[config.mk]
export PLATFORM = sky130hd
export DESIGN_NAME = line_write_merger
export DESIGN_NICKNAME = d
export VERILOG_FILES = /design/src/rtl/lwm_pkg.sv /design/src/rtl/word_strb_merge.sv /design/src/rtl/line_write_merger.sv
export SDC_FILE = /design/constraint.sdc
export NUM_CORES = 1
export LEC_CHECK = 0
export CAP_MARGIN = 30
export CORE_AREA = 2 2 169 171
export DETAILED_ROUTE_END_ITERATION = 8
export DIE_AREA = 0 0 171 173
export PLACE_DENSITY = 0.88
export SETUP_SLACK_MARGIN = 0.5
export SYNTH_ARGS = -nofsm -noshare
export SYNTH_HDL_FRONTEND = slang
export SYNTH_SLANG_ARGS = --single-unit
[constraint.sdc]
create_clock -name clk -period 4.1 [get_ports clk]
set_input_delay 1.025 -clock clk [delete_from_list [all_inputs] [get_ports clk]]
set_output_delay 1.025 -clock clk [all_outputs]
set_load 0.005 [all_outputs]
[src/rtl/lwm_pkg.sv]
// Shared types and constants for the line write merger: FSM state encoding
// and the word/line/mask typedefs for a 256-bit line of eight 32-bit words.
package lwm_pkg;

  localparam int WORD_W         = 32;
  localparam int WORDS_PER_LINE = 8;
  localparam int OFFSET_W       = 3;
  localparam int LINE_ADDR_W    = 27;
  localparam int BYTES_PER_WORD = WORD_W / 8;

  typedef enum logic [1:0] {
    ST_EMPTY = 2'd0,
    ST_FILL  = 2'd1,
    ST_DRAIN = 2'd2
  } state_t;

  typedef logic [WORD_W-1:0]                         word_t;
  typedef logic [WORD_W*WORDS_PER_LINE-1:0]          line_t;
  typedef logic [BYTES_PER_WORD*WORDS_PER_LINE-1:0]  line_mask_t;
  typedef logic [LINE_ADDR_W-1:0]                    line_addr_t;

endpackage

[src/rtl/word_strb_merge.sv]
// Byte-strobe merge of one incoming store word into one word lane of the line
// buffer; unenabled or unstrobed bytes keep their previous contents and mask.
module word_strb_merge #(
  parameter int WORD_W = 32
) (
  input  logic                en,
  input  logic [WORD_W-1:0]   old_data,
  input  logic [WORD_W/8-1:0] old_mask,
  input  logic [WORD_W-1:0]   new_data,
  input  logic [WORD_W/8-1:0] strb,
  output logic [WORD_W-1:0]   merged_data,
  output logic [WORD_W/8-1:0] merged_mask
);

  localparam int BYTES = WORD_W / 8;

  // NOTE: every output gets a default before the loop so no path leaves a
  // variable unassigned, which would otherwise infer a latch.
  always_comb begin
    merged_data = old_data;
    merged_mask = old_mask;
    for (int b = 0; b < BYTES; b++) begin
      if (en && strb[b]) begin
        merged_data[8*b +: 8] = new_data[8*b +: 8];
        merged_mask[b]        = 1'b1;
      end
    end
  end

endmodule

[src/rtl/line_write_merger.sv]
// Coalesces word stores into one cache-line write: fills a line buffer until
// every byte is written, a store to another line arrives, or flush is raised.
module line_write_merger
  import lwm_pkg::*;
#(
  parameter int WORD_W         = lwm_pkg::WORD_W,
  parameter int WORDS_PER_LINE = lwm_pkg::WORDS_PER_LINE,
  parameter int ADDR_W         = 32
) (
  input  logic                                 clk,
  input  logic                                 rst_n,
  input  logic                                 wr_valid,
  output logic                                 wr_ready,
  input  logic [ADDR_W-1:0]                    wr_addr,
  input  logic [WORD_W-1:0]                    wr_data,
  input  logic [WORD_W/8-1:0]                  wr_strb,
  input  logic                                 flush,
  output logic                                 line_valid,
  input  logic                                 line_ready,
  output logic [ADDR_W-$clog2(WORDS_PER_LINE*WORD_W/8)-1:0] line_addr,
  output logic [WORD_W*WORDS_PER_LINE-1:0]     line_data,
  output logic [WORDS_PER_LINE*WORD_W/8-1:0]   line_wmask,
  output logic                                 idle
);

  localparam int BYTES      = WORD_W / 8;
  localparam int BYTE_OFF_W = $clog2(BYTES);
  localparam int OFF_W      = $clog2(WORDS_PER_LINE);
  localparam int LA_LSB     = BYTE_OFF_W + OFF_W;
  localparam int LA_W       = ADDR_W - LA_LSB;
  localparam int DATA_W     = WORD_W * WORDS_PER_LINE;
  localparam int MASK_W     = BYTES * WORDS_PER_LINE;

  state_t              state_q, state_d;
  logic [LA_W-1:0]     addr_q;
  logic [DATA_W-1:0]   data_q, data_d;
  logic [MASK_W-1:0]   mask_q, mask_d;
  logic [OFF_W-1:0]    offset;
  logic                line_match;
  logic                accept;
  logic                mask_full;
  logic                unused_addr_bits;

  assign offset           = wr_addr[BYTE_OFF_W +: OFF_W];
  assign line_match       = (wr_addr[ADDR_W-1:LA_LSB] == addr_q);
  assign unused_addr_bits = ^wr_addr[BYTE_OFF_W-1:0];

  assign wr_ready = (state_q == ST_EMPTY) ||
                    ((state_q == ST_FILL) && !(wr_valid && !line_match));
  assign accept   = wr_valid && wr_ready;

  // Word 0 sits in the most significant lane to match the read-side select.
  for (genvar k = 0; k < WORDS_PER_LINE; k++) begin : g_lane
    localparam int LANE = WORDS_PER_LINE - 1 - k;
    word_strb_merge #(.WORD_W(WORD_W)) u_merge (
      .en          (accept && (offset == OFF_W'(k))),
      .old_data    (data_q[LANE*WORD_W +: WORD_W]),
      .old_mask    (mask_q[LANE*BYTES +: BYTES]),
      .new_data    (wr_data),
      .strb        (wr_strb),
      .merged_data (data_d[LANE*WORD_W +: WORD_W]),
      .merged_mask (mask_d[LANE*BYTES +: BYTES])
    );
  end

  assign mask_full = &mask_d;

  always_comb begin
    state_d = state_q;
    unique case (state_q)
      ST_EMPTY: begin
        if (accept) state_d = mask_full ? ST_DRAIN : ST_FILL;
      end
      ST_FILL: begin
        // A matching write alongside flush is already folded into data_d.
        if ((accept && mask_full) || flush || (wr_valid && !line_match))
          state_d = ST_DRAIN;
      end
      ST_DRAIN: begin
        if (line_ready) state_d = ST_EMPTY;
      end
      default: state_d = ST_EMPTY;
    endcase
  end

  // NOTE: sequential state uses non-blocking assignments so every register
  // samples pre-edge values regardless of evaluation order.
  always_ff @(posedge clk) begin
    if (!rst_n) begin
      state_q <= ST_EMPTY;
      addr_q  <= '0;
      // NOTE: the line buffer is reset because discarded partial lines must
      // not leak stale bytes, and unwritten bytes must read as zero.
      data_q  <= '0;
      mask_q  <= '0;
    end else begin
      state_q <= state_d;
      if (accept) begin
        data_q <= data_d;
        mask_q <= mask_d;
        if (state_q == ST_EMPTY) addr_q <= wr_addr[ADDR_W-1:LA_LSB];
      end else if ((state_q == ST_DRAIN) && line_ready) begin
        data_q <= '0;
        mask_q <= '0;
      end
    end
  end

  assign line_valid = (state_q == ST_DRAIN);
  assign line_addr  = addr_q;
  assign line_data  = data_q;
  assign line_wmask = mask_q;
  assign idle       = (state_q == ST_EMPTY);

endmodule

; Word level (Yosys, flattened, before mapping)
; Index checks and enable logic that the tools add are counted.
; Widths: inputs -> output; s select.
[totals]
reg_bits = 317
inputBits = 73
out_inout_bits = 318
word_cells = 241
[classes]
eq_ne = 45
muxes = 73
reduce_logical = 88
[op_table]
columns = operator, count
row1 = $mux 256, 2
row2 = $mux 8, 32
row3 = $ne 2x1->1 const B, 35
row4 = $reduce_and 2->1, 33
row5 = $mux 32, 2
row6 = $logic_and 1x1->1, 45
row7 = $mux 1, 32
row8 = $reduce_and 32->1, 1
row9 = $eq 27x27->1, 1
row10 = $eq 3x3->1 const B, 4
row11 = $mux 2, 4
row12 = $eq 3x2->1 const B, 2
row13 = $pmux 2 s3, 1
row14 = $eq 3x1->1 const B, 1
row15 = $logic_not 3->1, 1
row16 = $logic_or 1x1->1, 3
row17 = $reduce_and 3->1, 1
row18 = $eq 2x1->1 const B, 1
row19 = $eq 2x2->1 const B, 1
row20 = $logic_not 1->1, 2
row21 = $logic_not 2->1, 1
row22 = $reduce_bool 2->1, 1

; Longest topological paths before layout
[logic_depth]
depth_word = 16
depth_mapped = 13
depth_no_buf = 10

; By module
; A second synthesis with hierarchy kept.
[unflattened]
hier_cells = 1168
area_unflattened_um2 = 13620.6
[modules_own_cells]
columns = module, instances, cells_each, area_each_um2, seq_area_each_um2
row1 = line_write_merger, 1, 848, 10297.4, 6346.1
row2 = word_strb_merge, 8, 40, 415.4, 0.0

; Least setup slack after synthesis
; OpenSTA, ideal clock, no wires.
[synth_timing]
kind = input-to-reg
from = in wr_addr[10]
to = reg state_q[0]
setup_ps = 119
arrival_ps = 3489
t_required_ps = 3981
setup_slack_ps = 492
cell_stages = 10
path_buffers = 0
path_cell_list = xor2_1 -> nor4_2 -> and4b_1 -> a21oi_2 -> nor3_2 -> o22ai_1 -> or4_4 -> nor4_4 -> a21oi_1 -> o221a_1
[synth_via]
elab_chain_cells = 16
elab_cells_between_ends = 89
classes_between = 3 x eq/ne / 35 x mux / 51 x reduce/logical
[synth_rtl]
columns = item, line
row1 = start: declaration, line_write_merger.sv:14  ; input logic [ADDR_W-1:0] wr_addr,
row2 = $eq 27x27->1 (*), line_write_merger.sv:45  ; assign line_match = (wr_addr[ADDR_W-1:LA_LSB] == addr_q);
row3 = $logic_not 1->1 (*), "line_write_merger.sv:49, line_write_merger.sv:76"
row4 = $logic_and 1x1->1 (*), "line_write_merger.sv:49, line_write_merger.sv:76"
row5 = $logic_not 1->1, line_write_merger.sv:49  ; ((state_q == ST_FILL) && !(wr_valid && !line_match));
row6 = $logic_and 1x1->1, line_write_merger.sv:49
row7 = $logic_or 1x1->1, line_write_merger.sv:48  ; assign wr_ready = (state_q == ST_EMPTY) ||
row8 = $logic_and 1x1->1, line_write_merger.sv:50  ; assign accept = wr_valid && wr_ready;
row9 = $logic_and 1x1->1, line_write_merger.sv:56  ; .en (accept && (offset == OFF_W'(k))),
row10 = $logic_and 1x1->1, word_strb_merge.sv:23  ; if (en && strb[b]) begin
row11 = $mux 1, word_strb_merge.sv:23
row12 = $reduce_and 32->1, line_write_merger.sv:66  ; assign mask_full = &mask_d;
row13 = $logic_and 1x1->1, line_write_merger.sv:76  ; if ((accept && mask_full) || flush || (wr_valid && !line_match))
row14 = $logic_or 1x1->1 (2 in a row), line_write_merger.sv:76
row15 = $ne 2x1->1 (no source line), -
row16 = $reduce_and 3->1 (no source line), -
row17 = end signal: assignment, line_write_merger.sv:97  ; state_q <= state_d;
row18 = end: declaration, line_write_merger.sv:34  ; state_t state_q, state_d;
; Every way passes the cells marked *; elsewhere a longest branch is shown, timed or not. The select of a mux whose other input is x is not followed.
; A chain may end at the register's enable or synchronous reset.

; Final worst setup path
[layout_timing]
from = in wr_addr[27]
to = out wr_ready
[layout_via]
elab_chain_cells = 6
[layout_rtl]
columns = item, line
row1 = $eq 27x27->1, line_write_merger.sv:45
row2 = $logic_not 1->1, line_write_merger.sv:49
row3 = $logic_and 1x1->1, line_write_merger.sv:49
row4 = $logic_not 1->1, line_write_merger.sv:49
row5 = $logic_and 1x1->1, line_write_merger.sv:49
row6 = $logic_or 1x1->1, line_write_merger.sv:48
row7 = end: declaration, line_write_merger.sv:13  ; output logic wr_ready,
; No other way between the ends.

==> results.tsv <==
stage	metric	value	unit
outcome	status	finished, final reports clean	
grt	Tot GR Track Use	29.1	%
yosys	Mean Syn Cell Area	8.34	sq um
timing	Slew headroom	36.0	%
yosys	most frequent cell after synthesis	nand2_1	
timing	Final Hold Vio Count	0	
cts	CTS clk-pin slew, worst paths	0.06	ns
die	die height	173	um
worst_setup_path	Critical Path RT	3.07	ns
worst_setup_path	Critical Path AT	2.52	ns
yosys	post-synth top area share	49.4	%
grt	pin count of the biggest net entering global routing	131	
layout	Core Util, Final	67.8	%
yosys	dominant synthesized flop cell	dfxtp_1	
layout	n_diodes	0	
pwr	Tot Pwr	7.36	mW
detailed_routing	drt pass-1 iters	6	
placement	Port Buffers	388	
timing	RSZ-0062 raised after global routing	false	
cts	clock buffer depth	3	
yosys	synthesized area	12800	sq um
die	# IOs	391	
die	Rows	61	
detailed_routing	DRC Markers	0	
timing	hold slack final	0.467	ns
pwr	power per cell area	393	nW/um^2
die	core area	27600	sq um
yosys	post-synthesis sequential area ratio	49.4	%
layout	synthesis-to-layout area growth	45.7	%
layout	Fillers	2158	
timing	Setup WS post-layout	0.550	ns
layout	layout cells sized above 1	10.1	%
yosys	count of different cell masters after synthesis	52	
grt	vias in the first global route	12600	
worst_setup_path	crit path max fanout	2	
placement	DP Cell Count	2281	
worst_setup_path	critical path endpoint category	output pin	
grt	antenna violations before repair	0	
detailed_routing	Detail Route Antenna Nets	0	
yosys	synthesized instance count	1541	
placement	post-DP HPWL	32000	um
detailed_routing	Routed WL per cell	19.1	um
yosys	Post-synth EDFFs	0	
timing	worst-margin pin slew	0.957	ns
detailed_routing	DR iter-0 viols	1033	
worst_hold_path	Hold Path Stages	2	
die	Chip Width	171	um
worst_hold_path	Worst Hold Class	register to register	
detailed_routing	Via Count	12800	
die	Die ar.	29600	sq um
worst_setup_path	critical path's largest stage delay	0.39	ns
die	Initial Util	46.5	%
yosys	Net Count, Synth	1614	
cts	Root Buffer	clkbuf_16	
grt	total gr overflow	0	
grt	first-pass GRT wire length	68600	um
timing	Final setup viols	0	
cts	Clock Latency Late Sink	0.51	ns
timing	max-slew violations	0	
placement	pre-CTS setup slack	-0.401	ns
cts	CTS tree	done	
yosys	Synth Register Bits	317	
placement	final estimated routing congestion in global placement	0.907	
cts	H-tree depth	2	
pwr	leak pwr	6.57	nW
cts	Sink Count	317	
detailed_routing	final wirelength	44800	um
pwr	worst vdd ir	0.387	mV
yosys	Ys Warns	0	
timing	skew final	0.0177	ns
worst_setup_path	CP bufs+invs	3	
timing	final worst path period need	3.55	ns
layout	Layout Nets	2018	
worst_setup_path	r2r setup slk	0.91	ns
layout	Seq. cell area	6350	sq um
layout	Post-Layout Cell Count	2345	
cts	total CTS buffers	35	
detailed_routing	vias per inst	5.48	
worst_setup_path	stages on the worst setup path	8	
timing	Final period util	86.6	%
yosys	cells taking the most area after synthesis	dfxtp_1 49%, a21boi_0 12%, nand2_1 10%	
worst_setup_path	path depth of the worst reg2reg path	13	
layout	Multi-input gate area	6190	sq um
worst_setup_path	CP Class	primary input to output pin	
worst_setup_path	Slowest cell on crit path	or3_4	
yosys	Post-synth ARST share	0	%
worst_setup_path	Setup crit start kind	primary input	
worst_setup_path	Top delay family on crit path	simple AND/OR/NAND/NOR gates	
worst_setup_path	worst path cell trace	clkdlybuf4s15_1 > xor2_1 > nor4_2 > buf_4 > nand2_2 > or3_4 > a31oi_1 > buf_2	
yosys	largest area contributor in the netlist	dfxtp_1	
timing	maximum clock frequency	282	MHz
job	max-cap viol count	0	
yosys	Commonest cells post-synth	353 x nand2_1, 317 x dfxtp_1, 203 x a21boi_0	
==> per-stage QoR <==
| step | area (sq um) | TNS [ns] |
|---|---|---|
| floorplan | 12900 | 0 |
| global placement | 17400 | -0.696 |
| detailed placement | 17400 | -1.02 |
| CTS | 18700 | 0 |
| global route | 18700 | 0 |
| finish | 18700 | 0 |
==> power by group <==
| part | leakage, nW | internal, mW | total [mW] | switching (mW) |
|---|---|---|---|---|
| sequential | 2.56 | 3.16 | 3.22 | 0.0648 |
| clock | 0.583 | 2.02 | 3.26 | 1.24 |
| combinational | 3.43 | 0.378 | 0.882 | 0.504 |
| total | 6.57 | 5.55 | 7.36 | 1.81 |
==> worst register-to-register path, stage by stage (launching register included) <==
cell,delay [ns]
dfxtp_1,0.35
xor2_2,0.19
nor4_2,0.27
buf_4,0.17
and4b_1,0.25
a21oi_2,0.11
buf_12,0.17
nor4b_4,0.24
o22ai_1,0.12
or4_4,0.50
nor4_4,0.21
buf_4,0.18
a21oi_1,0.08
o221a_1,0.23
==> cell type report <==
cell class	instances	area share, %
Clock buffer	51	5.60
Multi-Input combinational cell	1103	33.1
Clock inverter	8	0.762
Inverter	17	0.341
Sequential cell	317	33.9
Tap cell	378	2.53
Timing Repair Buffer	471	23.8
==> logic make-up (layout without fill, tap and decap cells) <==
group	count (synthesis)	in the layout	share of synthesized area (%)
AO/OA/AOI/OAI	340	340	18.1
flip-flops	317	317	49.4
AND/OR/NAND/NOR	736	736	27.0
buffers and inverters	121	547	3.68
XOR/XNOR	27	27	1.84
==> metal layers <==
metal | wire length, um | share of wire [%] | global-route usage (%) | vias to the layer above
li1 | - | - | - | 5999
met1 | 17400 | 39 | 34.2 | 6049
met2 | 21300 | 48 | 48.8 | 628
met3 | 3770 | 8.4 | 7.48 | 170
met4 | 2320 | 5.2 | 15.1 | 0
met5 | 0 | 0 | 0 | -
==> registers in the layout, summed over array words and instances, names as in the netlist <==
| register | flops |
|---|---|
| state_q | 2 |
| line_data | 256 |
| line_addr | 27 |
| line_wmask | 32 |
==> worst paths after layout <==
| path | startpoint | to |
|---|---|---|
| worst max-delay path | wr_addr[27] | wr_ready |
| worst min register to register | line_data[27] | line_data[27] |
| worst min-delay path | line_data[27] | line_data[27] |
| worst max register to register | line_addr[18] | state_q[0] |
==> timing repair <==
action / in CTS / in global routing
hold buffers: 0 / 0
gates resized for setup: 62 / 42
setup endpoints to repair: 3 / 3
buffers inserted: 3 / 2
pin swaps: 16 / 12
==> cell usage in the layout (no fill, tap or decap), drive strengths merged, types with 4 or more instances in the layout <==
master         netlist  final
o21ai               86     86
a31oi                8      8
nand3              192    192
inv                 17     17
xor2                24     24
nor2b                9      9
nor3                10     10
a21oi               19     19
dlygate4sd2          0      4
nand2              353    353
buf                  5     91
and2                89     89
nor4                 7      7
bufinv               0      4
dfxtp              317    317
clkbuf              99     65
nor2                54     54
and3                 7      7
clkdlybuf4s50        0    359
a21boi             203    203
Power figures use the tool's default switching activity.
